===== config.mk =====
export PLATFORM = sky130hd
export DESIGN_NAME = hex_event_reader_10
export DESIGN_NICKNAME = d
export VERILOG_FILES = /design/src/rtl/hex_event_pkg.sv /design/src/rtl/hex_beat_unpacker.sv /design/src/rtl/hex_event_reader_10.sv
export SDC_FILE = /design/constraint.sdc
export NUM_CORES = 1
export LEC_CHECK = 0
export ABC_AREA = 1
export CORE_AREA = 2 2 308 310
export CTS_CLUSTER_SIZE = 30
export DETAILED_ROUTE_END_ITERATION = 8
export DIE_AREA = 0 0 310 312
export GPL_TIMING_DRIVEN = 0
export PLACE_DENSITY = 0.61
export SLEW_MARGIN = 15
export SYNTH_ARGS = -nofsm -noshare
export SYNTH_HDL_FRONTEND = slang
export SYNTH_SLANG_ARGS = --single-unit
export TNS_END_PERCENT = 1

===== constraint.sdc =====
create_clock -name clk -period 2.15 [get_ports clk]
set_input_delay 0.3225 -clock clk [delete_from_list [all_inputs] [get_ports clk]]
set_output_delay 0.3225 -clock clk [all_outputs]
set_load 0.005 [all_outputs]

===== src/rtl/hex_event_pkg.sv =====
`default_nettype none
// ============================================================================
// hex_event_pkg : record layout, beat geometry and reader FSM encoding shared
//                 by the hex event writer and reader.
// Rev 1.0
// ============================================================================
package hex_event_pkg;

  localparam int HEXES_PER_BEAT = 10;
  localparam int REC_W          = 64;
  localparam int BEAT_W         = HEXES_PER_BEAT * REC_W;
  localparam int IDX_W          = $clog2(HEXES_PER_BEAT + 1);

  typedef struct packed {
    logic signed [15:0] q;
    logic signed [15:0] r;
    logic [7:0]         depth;
    logic [7:0]         material;
    logic [15:0]        pad;
  } hex_rec_t;

  // Reader FSM encoding
  localparam logic [2:0] ST_IDLE  = 3'd0;
  localparam logic [2:0] ST_REQ   = 3'd1;
  localparam logic [2:0] ST_WAIT  = 3'd2;
  localparam logic [2:0] ST_DRAIN = 3'd3;
  localparam logic [2:0] ST_FLUSH = 3'd4;

endpackage
`default_nettype wire


===== src/rtl/hex_beat_unpacker.sv =====
`default_nettype none
// ============================================================================
// hex_beat_unpacker : holds one memory beat, walks its records by index and
//                     flags the last valid record of the beat.
// Rev 1.0
// ============================================================================
module hex_beat_unpacker
  import hex_event_pkg::*;
(
  input  logic              clk,
  input  logic              reset,
  input  logic              load,
  input  logic              advance,
  input  logic [BEAT_W-1:0] beat_data,
  input  logic [IDX_W-1:0]  beat_n,
  output hex_rec_t          rec,
  output logic              last_in_beat
);

  logic [BEAT_W-1:0] beat_q, beat_d;
  logic [IDX_W-1:0]  idx_q, idx_d;
  logic [IDX_W-1:0]  beat_n_q, beat_n_d;

  always_comb begin
    beat_d   = beat_q;
    idx_d    = idx_q;
    beat_n_d = beat_n_q;
    if (load) begin
      beat_d   = beat_data;
      idx_d    = '0;
      beat_n_d = beat_n;
    end else if (advance) begin
      idx_d = idx_q + 1'b1;
    end
  end

  always_ff @(posedge clk) begin
    if (reset) begin
      beat_q   <= '0;
      idx_q    <= '0;
      beat_n_q <= '0;
    end else begin
      beat_q   <= beat_d;
      idx_q    <= idx_d;
      beat_n_q <= beat_n_d;
    end
  end

  always_comb begin
    rec = '0;
    for (int i = 0; i < HEXES_PER_BEAT; i++) begin
      if (idx_q == IDX_W'(i)) rec = beat_q[i*REC_W +: REC_W];
    end
  end

  // beat_n is never zero when loaded, so the subtraction cannot wrap in use
  assign last_in_beat = (idx_q == beat_n_q - 1'b1);

endmodule
`default_nettype wire


===== src/rtl/hex_event_reader_10.sv =====
`default_nettype none
// ============================================================================
// hex_event_reader_10 : reads the 10-hex event buffer beat by beat and streams
//                       one hex record per cycle to the rasterizer.
// Optional: HEX_READ_PAD_CHECK_EN adds a sticky pad_error output.
// Rev 1.0
// ============================================================================
module hex_event_reader_10
  import hex_event_pkg::*;
#(
  parameter int ADDR_W = 32
) (
  input  logic              clk,
  input  logic              reset,
  input  logic              frame_start,
  input  logic [ADDR_W-1:0] buffer_base,
  input  logic [ADDR_W-1:0] event_count,
  output logic              rd_req,
  output logic [ADDR_W-1:0] rd_addr,
  input  logic              rd_accept,
  input  logic              rd_valid,
  input  logic [BEAT_W-1:0] rd_data,
  output logic              out_valid,
  input  logic              out_ready,
  output logic [15:0]       out_q,
  output logic [15:0]       out_r,
  output logic [7:0]        out_depth,
  output logic [7:0]        out_material,
  output logic              out_last,
  output logic              busy,
`ifdef HEX_READ_PAD_CHECK_EN
  output logic              pad_error,
`endif
  output logic              done
);

  logic [2:0]        state_q, state_d;
  logic [ADDR_W-1:0] rd_ptr_q, rd_ptr_d;
  logic [ADDR_W-1:0] remaining_q, remaining_d;
  logic              done_q, done_d;
  logic [2:0]        restart_st;
  logic              load, advance, last_in_beat;
  logic [IDX_W-1:0]  beat_n_in;
  hex_rec_t          rec;

  assign beat_n_in = (remaining_q < ADDR_W'(HEXES_PER_BEAT)) ?
                     remaining_q[IDX_W-1:0] : IDX_W'(HEXES_PER_BEAT);

  // A zero-length frame completes at once instead of issuing a read
  assign restart_st = (event_count == '0) ? ST_IDLE : ST_REQ;

  always_comb begin
    state_d     = state_q;
    rd_ptr_d    = rd_ptr_q;
    remaining_d = remaining_q;
    done_d      = 1'b0;
    load        = 1'b0;
    advance     = 1'b0;
    if (frame_start) begin
      rd_ptr_d    = buffer_base;
      remaining_d = event_count;
      // An accepted read still owes a beat; it must be swallowed in FLUSH
      case (state_q)
        ST_REQ:   state_d = rd_accept ? ST_FLUSH : restart_st;
        ST_WAIT,
        ST_FLUSH: state_d = rd_valid ? restart_st : ST_FLUSH;
        default:  state_d = restart_st;
      endcase
      done_d = (state_d == ST_IDLE);
    end else begin
      case (state_q)
        ST_REQ: begin
          if (rd_accept) begin
            rd_ptr_d = rd_ptr_q + ADDR_W'(HEXES_PER_BEAT);
            state_d  = ST_WAIT;
          end
        end
        ST_WAIT: begin
          if (rd_valid) begin
            load    = 1'b1;
            state_d = ST_DRAIN;
          end
        end
        ST_DRAIN: begin
          if (out_ready) begin
            advance     = 1'b1;
            remaining_d = remaining_q - 1'b1;
            if (last_in_beat) begin
              if (remaining_q == ADDR_W'(1)) begin
                state_d = ST_IDLE;
                done_d  = 1'b1;
              end else begin
                state_d = ST_REQ;
              end
            end
          end
        end
        ST_FLUSH: begin
          if (rd_valid) begin
            state_d = (remaining_q == '0) ? ST_IDLE : ST_REQ;
            done_d  = (remaining_q == '0);
          end
        end
        default: state_d = ST_IDLE;
      endcase
    end
  end

  always_ff @(posedge clk) begin
    if (reset) begin
      state_q     <= ST_IDLE;
      rd_ptr_q    <= '0;
      remaining_q <= '0;
      done_q      <= 1'b0;
    end else begin
      state_q     <= state_d;
      rd_ptr_q    <= rd_ptr_d;
      remaining_q <= remaining_d;
      done_q      <= done_d;
    end
  end

  hex_beat_unpacker u_unpacker (
    .clk          (clk),
    .reset        (reset),
    .load         (load),
    .advance      (advance),
    .beat_data    (rd_data),
    .beat_n       (beat_n_in),
    .rec          (rec),
    .last_in_beat (last_in_beat)
  );

  assign rd_req       = (state_q == ST_REQ);
  assign rd_addr      = rd_ptr_q;
  assign out_valid    = (state_q == ST_DRAIN);
  assign out_q        = out_valid ? rec.q        : '0;
  assign out_r        = out_valid ? rec.r        : '0;
  assign out_depth    = out_valid ? rec.depth    : '0;
  assign out_material = out_valid ? rec.material : '0;
  assign out_last     = out_valid && (remaining_q == ADDR_W'(1));
  assign busy         = (state_q != ST_IDLE);
  assign done         = done_q;

`ifdef HEX_READ_PAD_CHECK_EN
  logic pad_error_q, pad_error_d;

  always_comb begin
    pad_error_d = pad_error_q;
    if (frame_start) pad_error_d = 1'b0;
    else if (out_valid && out_ready && (rec.pad != '0)) pad_error_d = 1'b1;
  end

  always_ff @(posedge clk) begin
    if (reset) pad_error_q <= 1'b0;
    else       pad_error_q <= pad_error_d;
  end

  assign pad_error = pad_error_q;
`else
  logic unused_pad;
  assign unused_pad = ^rec.pad;
`endif

endmodule
`default_nettype wire

==> flow_metrics.py <==
metrics = {
    "outcome": {
        "status": "complete, but fails checks",
        "violations": "negative setup slack",
    },
    "global_routing": {
        "grt_max_degree": 13,
        "grtUsageTotal": 0.257,
        "overflow": 0,
        "grt_first_pass_wirelength_mm": 180,
        "antenna_found_initial": 36,
        "grt_pass1_vias": 27051,
    },
    "place": {
        "dp.cells": 5697,
        "dp_hpwl_mm": 104,
        "dpl_cell_area_sq_um": 34100,
        "dp_slack_ps": -2010,
        "io_buffers": 633,
        "gp_congestion": 0.953,
    },
    "setup_path": {
        "reg2regPathDepth": 8,
        "slowest_delay_ps": 320,
        "cp.arrival_ps": 2880,
        "cp_num_buf_inv": 8,
        "critPathSlowestCell": "dfxtp_2",
        "end_kind": "output pin",
        "critPathKind": "flip-flop to output pin",
        "worst_setup_path_start_kind": "flip-flop",
        "worstPathRequired_ps": 1830,
        "worstPathCellList": "buf_6, nor2_4, buf_12, buf_16, buf_12, buf_12, bufbuf_16, nand3_1, nand3_1, nand2_2, nand2_2, nand2_2, nand2_4, nand3_4, nand3_2, nand2_1, inv_1, buf_2",
        "cp_max_fo": 7,
        "cp_top_family": "buffers and inverters",
        "critical_path_cell_count": 18,
    },
    "cells_and_area": {
        "final_core_util": 0.418,
        "final_cell_area_sq_um": 38900,
        "drive_gt1_frac": 0.155,
        "fin_nets": 5275,
        "instances_no_fill": 5875,
        "syn_to_final_growth_pct": 48.3,
    },
    "sta": {
        "final.min_clock_period_ps": 3200,
        "skew_ps": 21.3,
        "fmaxAchievable_mhz": 313,
        "worst_slew_pin_slew_ps": 913,
        "holdWs_ps": 262,
        "finalWorstSetupSlack_ps": -1050,
        "final_hold_viol_count": 0,
        "fin_setup_tns_ps": -45080,
        "rsz0062_at_grt": "true",
        "period_share": 1.49,
        "slew_headroom": 0.391,
        "slew_viol_final": 0,
        "setup-violations-final": 56,
    },
    "routing": {
        "wl_mm": 131,
        "dr_wl_met3_mm": 11.0,
        "routed.top_layer": "met5",
        "vias": 28406,
        "final_antenna_net_count": 0,
        "wl_met1_mm": 53.7,
        "wl_met2_mm": 62.0,
        "drt_iter0_drc": 2129,
        "wire_per_inst_microns": 22.3,
        "via_per_inst": 4.84,
        "dr.pass1.iters": 6,
        "drc_errors": 0,
    },
    "synthesis": {
        "synth_seq_area_share": 0.425,
        "synth-edff-count": 0,
        "synth_compound_area_frac": 0.185,
        "ys_types": 36,
        "yosysWarnings": 0,
        "yosys-mux-area-fraction": 0,
        "synth-xor-area-share": 0.0127,
        "syn_inst": 3810,
        "synth_nets": 4528,
        "synth_flop_cell": "dfxtp_1",
        "ys_ff_latch": 556,
        "syn_area_per_cell_sq_um": 6.88,
        "syn_area_sq_um": 26200,
        "synth_top_family_by_area": "simple AND/OR/NAND/NOR gates",
        "synthArstFlopShare": 0,
        "synthAdderAreaFrac": 0.00382,
        "yosys.area_share.simple": 0.244,
    },
    "die": {
        "core.rowCount": 112,
        "dieArea_sq_um": 96700,
        "fp.dieH_microns": 312,
        "initial_utilization": 0.282,
        "core_sq_um": 93000,
        "die_x_microns": 310,
        "ioPinCount": 795,
    },
    "min_path": {
        "worstHoldPathType": "input pin to flip-flop",
        "worstHoldPathCells": 3,
    },
    "cts": {
        "numCtsBuffers": 68,
        "insertion_delay_ps": 610,
        "htreeDepth": 3,
        "cts_hold_buf": 0,
        "clkSinkCount": 556,
        "cts_root_buffer": "clkbuf_16",
        "clk_pin_slew_ps": 60,
        "cts_tree": "built",
        "cts.path.max_buffers": 3,
    },
    "power": {
        "ir_worst_vdd_v": 0.000462,
        "p_total_mw": 24.9,
        "power_density_nw_per_um2": 642,
        "p_leak_nw": 16.1,
    },
    "flow_run": {
        "maxCapViolations": 0,
    },
}
[tightest hold or removal path, cell delays in order]
cell             delay [ps]
clkdlybuf4s50_1         400
nand2_1                  60
o21ai_1                  50
[synth_stat cells, types with 3 or more instances]
cell      instances  area, sq um
nand2_1         930         3490
or2_2             6         37.5
nor2_1          234          878
buf_1             7         26.3
inv_2             6         22.5
buf_2           112          561
ha_1              8          100
nand4_1          61          382
dfxtp_1         556        11100
o21ai_1         125          626
xnor2_1          11         96.3
nor3_1           12         60.1
a31oi_1          35          219
clkbuf_1        110          413
nand3b_1          7         52.6
a21oi_1          90          450
inv_1           607         2280
nand3_1         283         1420
a22o_1          193         1690
clkbuf_2          3         15.0
o21ai_0         356         1780
nor2_2            5         31.3
xor2_1           27          236
buf_4            12         90.1
[report_power, final]
| group | internal, mW | leakage (nW) | switching, mW |
|---|---|---|---|
| clock network | 6.99 | 1.12 | 4.94 |
| registers | 10.4 | 4.50 | 0.153 |
| logic | 1.27 | 10.4 | 1.13 |
| total | 18.7 | 16.1 | 6.23 |
[worst paths after layout]
kind	end	slack [ps]	startpoint
hold reg to reg	u_unpacker.beat_q[251]	460	u_unpacker.beat_q[251]
setup reg to reg	remaining_q[30]	-20	state_q[2]
setup / recovery	out_r[13]	-1050	u_unpacker.idx_q[2]
hold / removal	u_unpacker.beat_q[155]	260	rd_data[155]
[logic make-up (layout without fill, tap and decap cells)]
logic type | Yosys count | after routing
XOR/XNOR | 38 | 38
other | 0 | 15
adder cells (fa/ha/maj) | 8 | 8
buffers and inverters | 858 | 1654
AND/OR/NAND/NOR | 1542 | 1542
AO/OA/AOI/OAI | 808 | 808
flip-flops | 556 | 556
[cell type report]
cell class	instances	area, sq um
fill	9741	54200
multi-input combinational	2396	13000
sequential	556	11200
timing repair buffer	679	6750
inverter	613	2310
clock buffer	96	1990
buffer	243	1790
tap	1254	1570
clock inverter	23	300
antenna	15	37.5
[state kept, by name (all words and copies together), names as in the netlist]
name / count
state_q: 3
u_unpacker.idx_q: 4
remaining_q: 32
done: 1
u_unpacker.beat_q: 480
u_unpacker.beat_n_q: 4
rd_addr: 32
[metal layers]
layer / GRT usage / vias up
li1: - / 13738
met1: 0.319 / 13221
met2: 0.440 / 1181
met3: 0.0579 / 224
met4: 0.0755 / 42
met5: 0 / -
[cell usage in the layout (no fill, tap or decap), drive strengths merged, types with 14 or more instances in the layout]
cell type	synthesis	final
clkbuf	113	228
a31oi	35	35
xor2	27	27
o21ai	481	481
clkdlybuf4s50	0	585
nand3	284	284
nor3	14	14
inv	613	615
dfxtp	556	556
a21oi	90	90
buf	132	193
nand4	61	61
a22o	193	193
diode	0	15
nand2	930	930
nor2	239	239
[timing repair]
action                                  4_1_cts  5_1_grt
setup buffers                                16       23
cloned                                        5        2
pin swaps                                    55      100
gates resized for setup                     468      379
endpoints found under the setup margin      569      521
No activity file was read; power rests on OpenSTA's default activity.
